## config.mk

```make
export PLATFORM = sky130hd
export DESIGN_NAME = load_store_unit
export DESIGN_NICKNAME = d
export VERILOG_FILES = /design/src/rtl/lsu_pkg.sv /design/src/rtl/lsu_load_align.sv /design/src/rtl/load_store_unit.sv
export SDC_FILE = /design/constraint.sdc
export NUM_CORES = 1
export LEC_CHECK = 0
export CAP_MARGIN = 5
export CORE_MARGIN = 2
export CORE_UTILIZATION = 37
export CTS_CLUSTER_SIZE = 30
export DETAILED_ROUTE_END_ITERATION = 10
export PLACE_DENSITY_LB_ADDON = 0.15
export SYNTH_ARGS = -nofsm -noshare
export SYNTH_HDL_FRONTEND = slang
export SYNTH_HIERARCHICAL = 1
export SYNTH_SLANG_ARGS = --single-unit
export TNS_END_PERCENT = 50
```

## constraint.sdc

```tcl
create_clock -name Clk_Core -period 2.9 [get_ports Clk_Core]
set_input_delay 0.29 -clock Clk_Core [delete_from_list [all_inputs] [get_ports Clk_Core]]
set_output_delay 0.29 -clock Clk_Core [all_outputs]
set_load 0.05 [all_outputs]
```

## src/rtl/lsu_pkg.sv

```systemverilog
// Shared definitions for the load/store unit: funct3 encodings, FSM states
// and the store byte-lane mask helper.
package lsu_pkg;

    localparam logic [2:0] F3_B  = 3'd0;
    localparam logic [2:0] F3_H  = 3'd1;
    localparam logic [2:0] F3_W  = 3'd2;
    localparam logic [2:0] F3_BU = 3'd4;
    localparam logic [2:0] F3_HU = 3'd5;

    typedef enum logic [1:0] {
        IDLE,
        ISSUE,
        WAIT,
        RESP
    } lsu_state_e;

    // size is funct3[1:0]: 0 = byte, 1 = half, 2 = word
    function automatic logic [3:0] lane_mask(input logic [1:0] size, input logic [1:0] offset);
        case (size)
            2'b00:   lane_mask = 4'b0001 << offset;
            2'b01:   lane_mask = 4'b0011 << offset;
            default: lane_mask = 4'b1111;
        endcase
    endfunction

endpackage

```

## src/rtl/lsu_load_align.sv

```systemverilog
// Selects the addressed byte/half of a memory word and sign- or zero-extends
// it according to the load funct3.
module lsu_load_align
    import lsu_pkg::*;
(
    input  logic [31:0] word,
    input  logic [1:0]  offset,
    input  logic [2:0]  funct3,
    output logic [31:0] data
);

    logic [7:0]  byte_sel;
    logic [15:0] half_sel;

    assign byte_sel = word[{offset, 3'b000} +: 8];
    assign half_sel = offset[1] ? word[31:16] : word[15:0];

    always_comb begin
        case (funct3)
            F3_B:    data = {{24{byte_sel[7]}}, byte_sel};
            F3_H:    data = {{16{half_sel[15]}}, half_sel};
            F3_BU:   data = {24'h0, byte_sel};
            F3_HU:   data = {16'h0, half_sel};
            default: data = word;
        endcase
    end

endmodule

```

## src/rtl/load_store_unit.sv

```systemverilog
// Initiator side of the core data-memory port: one load/store at a time,
// registered memory strobes, aligned load return and access-error reporting.
module load_store_unit
    import lsu_pkg::*;
#(
    parameter int unsigned MEM_SIZE = 256
) (
    input  logic        Clk_Core,
    input  logic        Rst_Core_N,
    input  logic        Req_Valid,
    output logic        Req_Ready,
    input  logic        Req_Is_Store,
    input  logic [2:0]  Req_Funct3,
    input  logic [31:0] Req_Address,
    input  logic [31:0] Req_Store_Data,
    output logic        Resp_Valid,
    output logic [31:0] Resp_Load_Data,
    output logic        Resp_Misaligned,
    output logic        Resp_Fault,
    output logic        Read_Ctrl,
    output logic [3:0]  Write_Ctrl,
    output logic [31:0] Mem_Data_Address,
    output logic [31:0] Mem_Data_Write,
    input  logic [31:0] Mem_Data_Read
);

    localparam logic [31:0] ADDR_LIMIT = 32'(MEM_SIZE * 4);

    lsu_state_e  state, next_state;
    logic        is_store_q;
    logic [2:0]  funct3_q;
    logic [1:0]  offset_q;
    logic        mis_q, fault_q;
    logic [31:0] load_data_q;
    logic [31:0] aligned_data;

    logic        accept, issue;
    logic        req_fault, req_misaligned;
    logic [31:0] store_word;

    assign accept = Req_Valid && Req_Ready;
    assign issue  = accept && !req_fault && !req_misaligned;

    always_comb begin
        // NOTE: every combinational output gets a default first so no path infers a latch.
        req_fault      = 1'b0;
        req_misaligned = 1'b0;
        store_word     = Req_Store_Data;

        if (Req_Is_Store) req_fault = (Req_Funct3 > F3_W);
        else              req_fault = (Req_Funct3 == 3'd3) || (Req_Funct3 >= 3'd6);
        if (Req_Address >= ADDR_LIMIT) req_fault = 1'b1;

        // A fault masks any alignment error on the same request
        if (!req_fault) begin
            case (Req_Funct3[1:0])
                2'b01:   req_misaligned = Req_Address[0];
                2'b10:   req_misaligned = |Req_Address[1:0];
                default: req_misaligned = 1'b0;
            endcase
        end

        case (Req_Funct3[1:0])
            2'b00:   store_word = {4{Req_Store_Data[7:0]}};
            2'b01:   store_word = {2{Req_Store_Data[15:0]}};
            default: store_word = Req_Store_Data;
        endcase
    end

    always_comb begin
        next_state = state;
        case (state)
            IDLE:    if (accept) next_state = issue ? ISSUE : RESP;
            ISSUE:   next_state = is_store_q ? RESP : WAIT;
            WAIT:    next_state = RESP;
            RESP:    next_state = IDLE;
            default: next_state = IDLE;
        endcase
    end

    lsu_load_align u_load_align (
        .word   (Mem_Data_Read),
        .offset (offset_q),
        .funct3 (funct3_q),
        .data   (aligned_data)
    );

    // NOTE: sequential state uses non-blocking assignments so all registers update together.
    always_ff @(posedge Clk_Core or negedge Rst_Core_N) begin
        if (!Rst_Core_N) begin
            state            <= IDLE;
            Req_Ready        <= 1'b1;
            Read_Ctrl        <= 1'b0;
            Write_Ctrl       <= 4'b0000;
            Mem_Data_Address <= '0;
            Mem_Data_Write   <= '0;
            Resp_Valid       <= 1'b0;
            Resp_Load_Data   <= '0;
            Resp_Misaligned  <= 1'b0;
            Resp_Fault       <= 1'b0;
            is_store_q       <= 1'b0;
            funct3_q         <= '0;
            offset_q         <= '0;
            mis_q            <= 1'b0;
            fault_q          <= 1'b0;
            load_data_q      <= '0;
        end else begin
            state     <= next_state;
            Req_Ready <= (next_state == IDLE);

            // Memory strobes live only in the ISSUE cycle
            Read_Ctrl        <= issue && !Req_Is_Store;
            Write_Ctrl       <= (issue && Req_Is_Store) ? lane_mask(Req_Funct3[1:0], Req_Address[1:0]) : 4'b0000;
            Mem_Data_Address <= issue ? {Req_Address[31:2], 2'b00} : '0;
            Mem_Data_Write   <= (issue && Req_Is_Store) ? store_word : '0;

            Resp_Valid      <= (state == RESP);
            Resp_Load_Data  <= (state == RESP) ? load_data_q : '0;
            Resp_Misaligned <= (state == RESP) && mis_q;
            Resp_Fault      <= (state == RESP) && fault_q;

            if (accept) begin
                is_store_q  <= Req_Is_Store;
                funct3_q    <= Req_Funct3;
                offset_q    <= Req_Address[1:0];
                mis_q       <= req_misaligned;
                fault_q     <= req_fault;
                load_data_q <= '0;
            end
            if (state == WAIT) load_data_q <= aligned_data;
        end
    end

endmodule

```

==> reports/results.tsv <==
stage	metric	value	unit
synthesis	post-synthesis sequential area ratio	58.6	%
placed_design	IO buf count	205	
die	Initial Util	37.6	%
critical_path	Buf+Inv Stages, Crit Path	2	
grt	vias in the first global route	5141	
grt	largest net degree at the start of global routing	87	
clock_network	postcts setup bufs	0	
pwr	Net Sw Frac	34.5	%
clock_network	Inserted Clock Buffers	17	
critical_path	crit end category	register	
final_layout	share of cells above drive strength 1	9.21	%
clock_network	Reg clk slew, reported paths	0.06	ns
final_layout	Nets	914	
critical_path	setup slack, reg-to-reg	0.92	ns
final_layout	synth-to-layout area growth	46.8	%
synthesis	ys async rst share	100	%
final_layout	Finished Cell Area	0.00909	sq mm
sta	relative slew slack	47.6	%
detailed_routing	routed length per instance	16.2	microns
flow_run	max cap viols	0	
clock_network	Clock Latency Late Sink	0.41	ns
sta	setup TNS	0	ns
sta	Worst-Margin Slew	0.786	ns
grt	Tot GR Track Use	19.6	%
die	num rows	47	
detailed_routing	vias post-DR	4992	
clock_network	H-tree depth	4	
pwr	PwrDens	789	mW/mm^2
die	I/O pin count	208	
pwr	sw power	0.00247	W
critical_path	CP max FO	47	
pwr	Pint	0.00470	W
critical_path	Critical Path RT	3.22	ns
worst_hold_path	min-delay worst type	in -> reg	
placed_design	post-DP HPWL	11900	microns
sta	Slew Limit Fails	0	
final_layout	antenna diode count	0	
critical_path	crit path kind	in -> reg	
synthesis	Synth Cell Area	0.00619	sq mm
detailed_routing	DRT Pass-1 Iters	5	
die	core footprint	0.0165	sq mm
critical_path	Crit. path cell count	6	
clock_network	post-CTS sizing	0	
synthesis	EDFF count, synth	0	
detailed_routing	ANT nets after route	0	
detailed_routing	DRC viols	0	
sta	f_max	435	MHz
clock_network	CTS Root Cell	clkbuf_16	
clock_network	CTS tree	built	
die	DIE AREA	0.0178	sq mm
sta	Final min period	2.30	ns
detailed_routing	Via density	4.83	
grt	initial antenna violation count	0	
synthesis	yosys warns	6	
placed_design	post-placement cell area	0.00848	sq mm
sta	Final Cycle Share	79.3	%
synthesis	top_reg_cell synth	dfrtp_1	
die	die width	133	microns
critical_path	slowest CP cell	or4_4	
critical_path	Setup crit start kind	primary input	
clock_network	clock buffer depth	2	
critical_path	kind of cell adding the most delay to the critical path	simple AND/OR/NAND/NOR gates	
grt	grt ovf	0	
synthesis	Gate Count Post-Synth	586	
grt	first-pass GRT wire length	27000	microns
critical_path	largest stage delay on the critical path	0.85	ns
critical_path	FF-to-FF path depth	4	
detailed_routing	Post-Route WL	16700	microns
pwr	combinational power share	33.5	%
critical_path	worst path cell trace	clkdlybuf4s50_1 -> inv_1 -> ha_1 -> a21boi_0 -> or4_4 -> a221oi_2	
pwr	Clk network pwr share	30.5	%
pwr	Leak Pwr	4.09	nW
pwr	VDD IR max	0.478	mV
sta	Clock Skew	0.00877	ns
synthesis	synthesized flop and latch total	145	
sta	final hold vios	0	
sta	Setup Viol. Count Final	0	
die	Die Y	133	microns
detailed_routing	Iteration-0 DRC Markers	332	
placed_design	routability congestion estimate	0.915	
critical_path	CP arrival	2.62	ns
clock_network	CTS Sinks	145	
sta	RSZ-0062 raised after global routing	false	
synthesis	Distinct cells, synth	42	
synthesis	Mapped Avg Cell Area	10.6	sq um
pwr	sequential share of power	36.0	%
status	status	complete, no violations	
worst_hold_path	worst hold path cell count	3	
## cell usage after synthesis (all sizes together), types with 5 or more instances
library cell / count / area (sq um)
nor2b: 7 / 43.8
a22oi: 9 / 67.6
a21oi: 15 / 75.1
o211ai: 5 / 37.5
nand3: 18 / 95.1
nand3b: 9 / 67.6
ha: 8 / 100
mux2i: 18 / 180
buf: 14 / 113
nand2: 99 / 372
nor3: 38 / 295
inv: 25 / 93.8
o22a: 8 / 70.1
o21ai: 54 / 270
nor2: 17 / 63.8
dfrtp: 144 / 3600
clkbuf: 28 / 105
mux2: 5 / 56.3
and2: 36 / 225
nor4: 5 / 31.3
## cell usage in the layout (no fill, tap or decap), types with 2 or more instances in the layout
master	n
nand3b_1	9
nor2b_1	7
mux2i_1	18
inv_1	25
clkdlybuf4s50_1	204
mux2_2	5
conb_1	24
nor3_2	21
nor3_1	17
buf_4	10
nor2_1	17
clkbuf_16	17
a211oi_1	3
a22o_1	3
ha_1	7
clkinv_2	4
clkbuf_8	2
and2_1	36
dfrtp_1	144
nor4_1	5
o22a_1	8
bufinv_16	3
o211ai_1	5
nand3_1	17
nand2_1	99
a21oi_1	15
a22oi_1	9
nand2b_1	3
clkinv_4	3
o21ai_0	54
## final timing paths
kind                                start              endpoint
min in group asynchronous      Rst_Core_N  Mem_Data_Address[20]
max in group asynchronous      Rst_Core_N       load_data_q[18]
max                         Req_Funct3[1]             Req_Ready
min reg2reg                    is_store_q            is_store_q
min                        Req_Address[3]   Mem_Data_Address[3]
max reg2reg                     Req_Ready             Req_Ready
## routing by layer
| layer | GRT usage [%] | part of all wire (%) | wire, microns | vias up |
|---|---|---|---|---|
| li1 | - | - | - | 2384 |
| met1 | 23.2 | 40 | 6670 | 2363 |
| met2 | 32.1 | 48 | 8050 | 215 |
| met3 | 7.65 | 9.4 | 1580 | 30 |
| met4 | 7.57 | 2.6 | 433 | 0 |
| met5 | 0 | 0 | 0 | - |
## what timing repair did
item	CTS	global route
hold endpoints to repair	83	0
endpoints found under the setup margin	0	0
hold buffers	1	0
## state kept, by name, summed over array words and instances, names as in the netlist
| name | flops |
|---|---|
| Resp_Misaligned | 1 |
| Resp_Load_Data | 32 |
| mis_q | 1 |
| Resp_Valid | 1 |
| Read_Ctrl | 1 |
| Mem_Data_Write | 32 |
| Resp_Fault | 1 |
| Mem_Data_Address | 30 |
| state | 2 |
| offset_q | 2 |
| Write_Ctrl | 4 |
| is_store_q | 1 |
| load_data_q | 32 |
| Req_Ready | 1 |
| funct3_q | 3 |
| fault_q | 1 |
## through the flow
stage	setup WS [ns]	cells	utilization (%)	hold WS (ns)	total power, W
CTS	0.596	1034	55.2	0.379	0.00725
floorplan	1.04	609	-	-0.00559	0.00429
detailed placement	0.162	1003	51.5	0.408	0.00502
global placement	0.241	1003	51.5	0.388	0.00497
global route	0.466	1034	55.2	0.385	0.00760
finish	0.601	1034	55.2	0.393	0.00717
## cells by family after synthesis
family                   after synthesis  synth area share [%]
other                                  1                0.0606
AO/OA/AOI/OAI                        105                  10.3
buffers and inverters                 67                  5.03
multiplexers                          24                  4.18
flip-flops                           145                  58.6
AND/OR/NAND/NOR                      236                  20.1
adder cells (fa/ha/maj)                8                  1.62
## cell type report
class,count,area [sq um]
multi-input combinational,397,2340
tap,220,275
clock buffer,20,457
inverter,25,93.8
sequential,145,3630
clock inverter,10,136
fill,1454,7380
timing repair buffer,217,2160
## power groups by stage
stage                     clock, W  sequential (W)  combinational, W
final                      0.00219         0.00258           0.00240
after global routing       0.00234         0.00263           0.00263
after CTS                  0.00224         0.00259           0.00242
after detailed placement         0         0.00262           0.00240
after global placement           0         0.00261           0.00236
after floorplan                  0         0.00292           0.00137
## worst min-delay path, stage by stage
cell and delay [ns]:
clkdlybuf4s50_1 0.39, inv_1 0.05, nor2_1 0.03
Note: power is estimated with default switching activity, not from simulation.
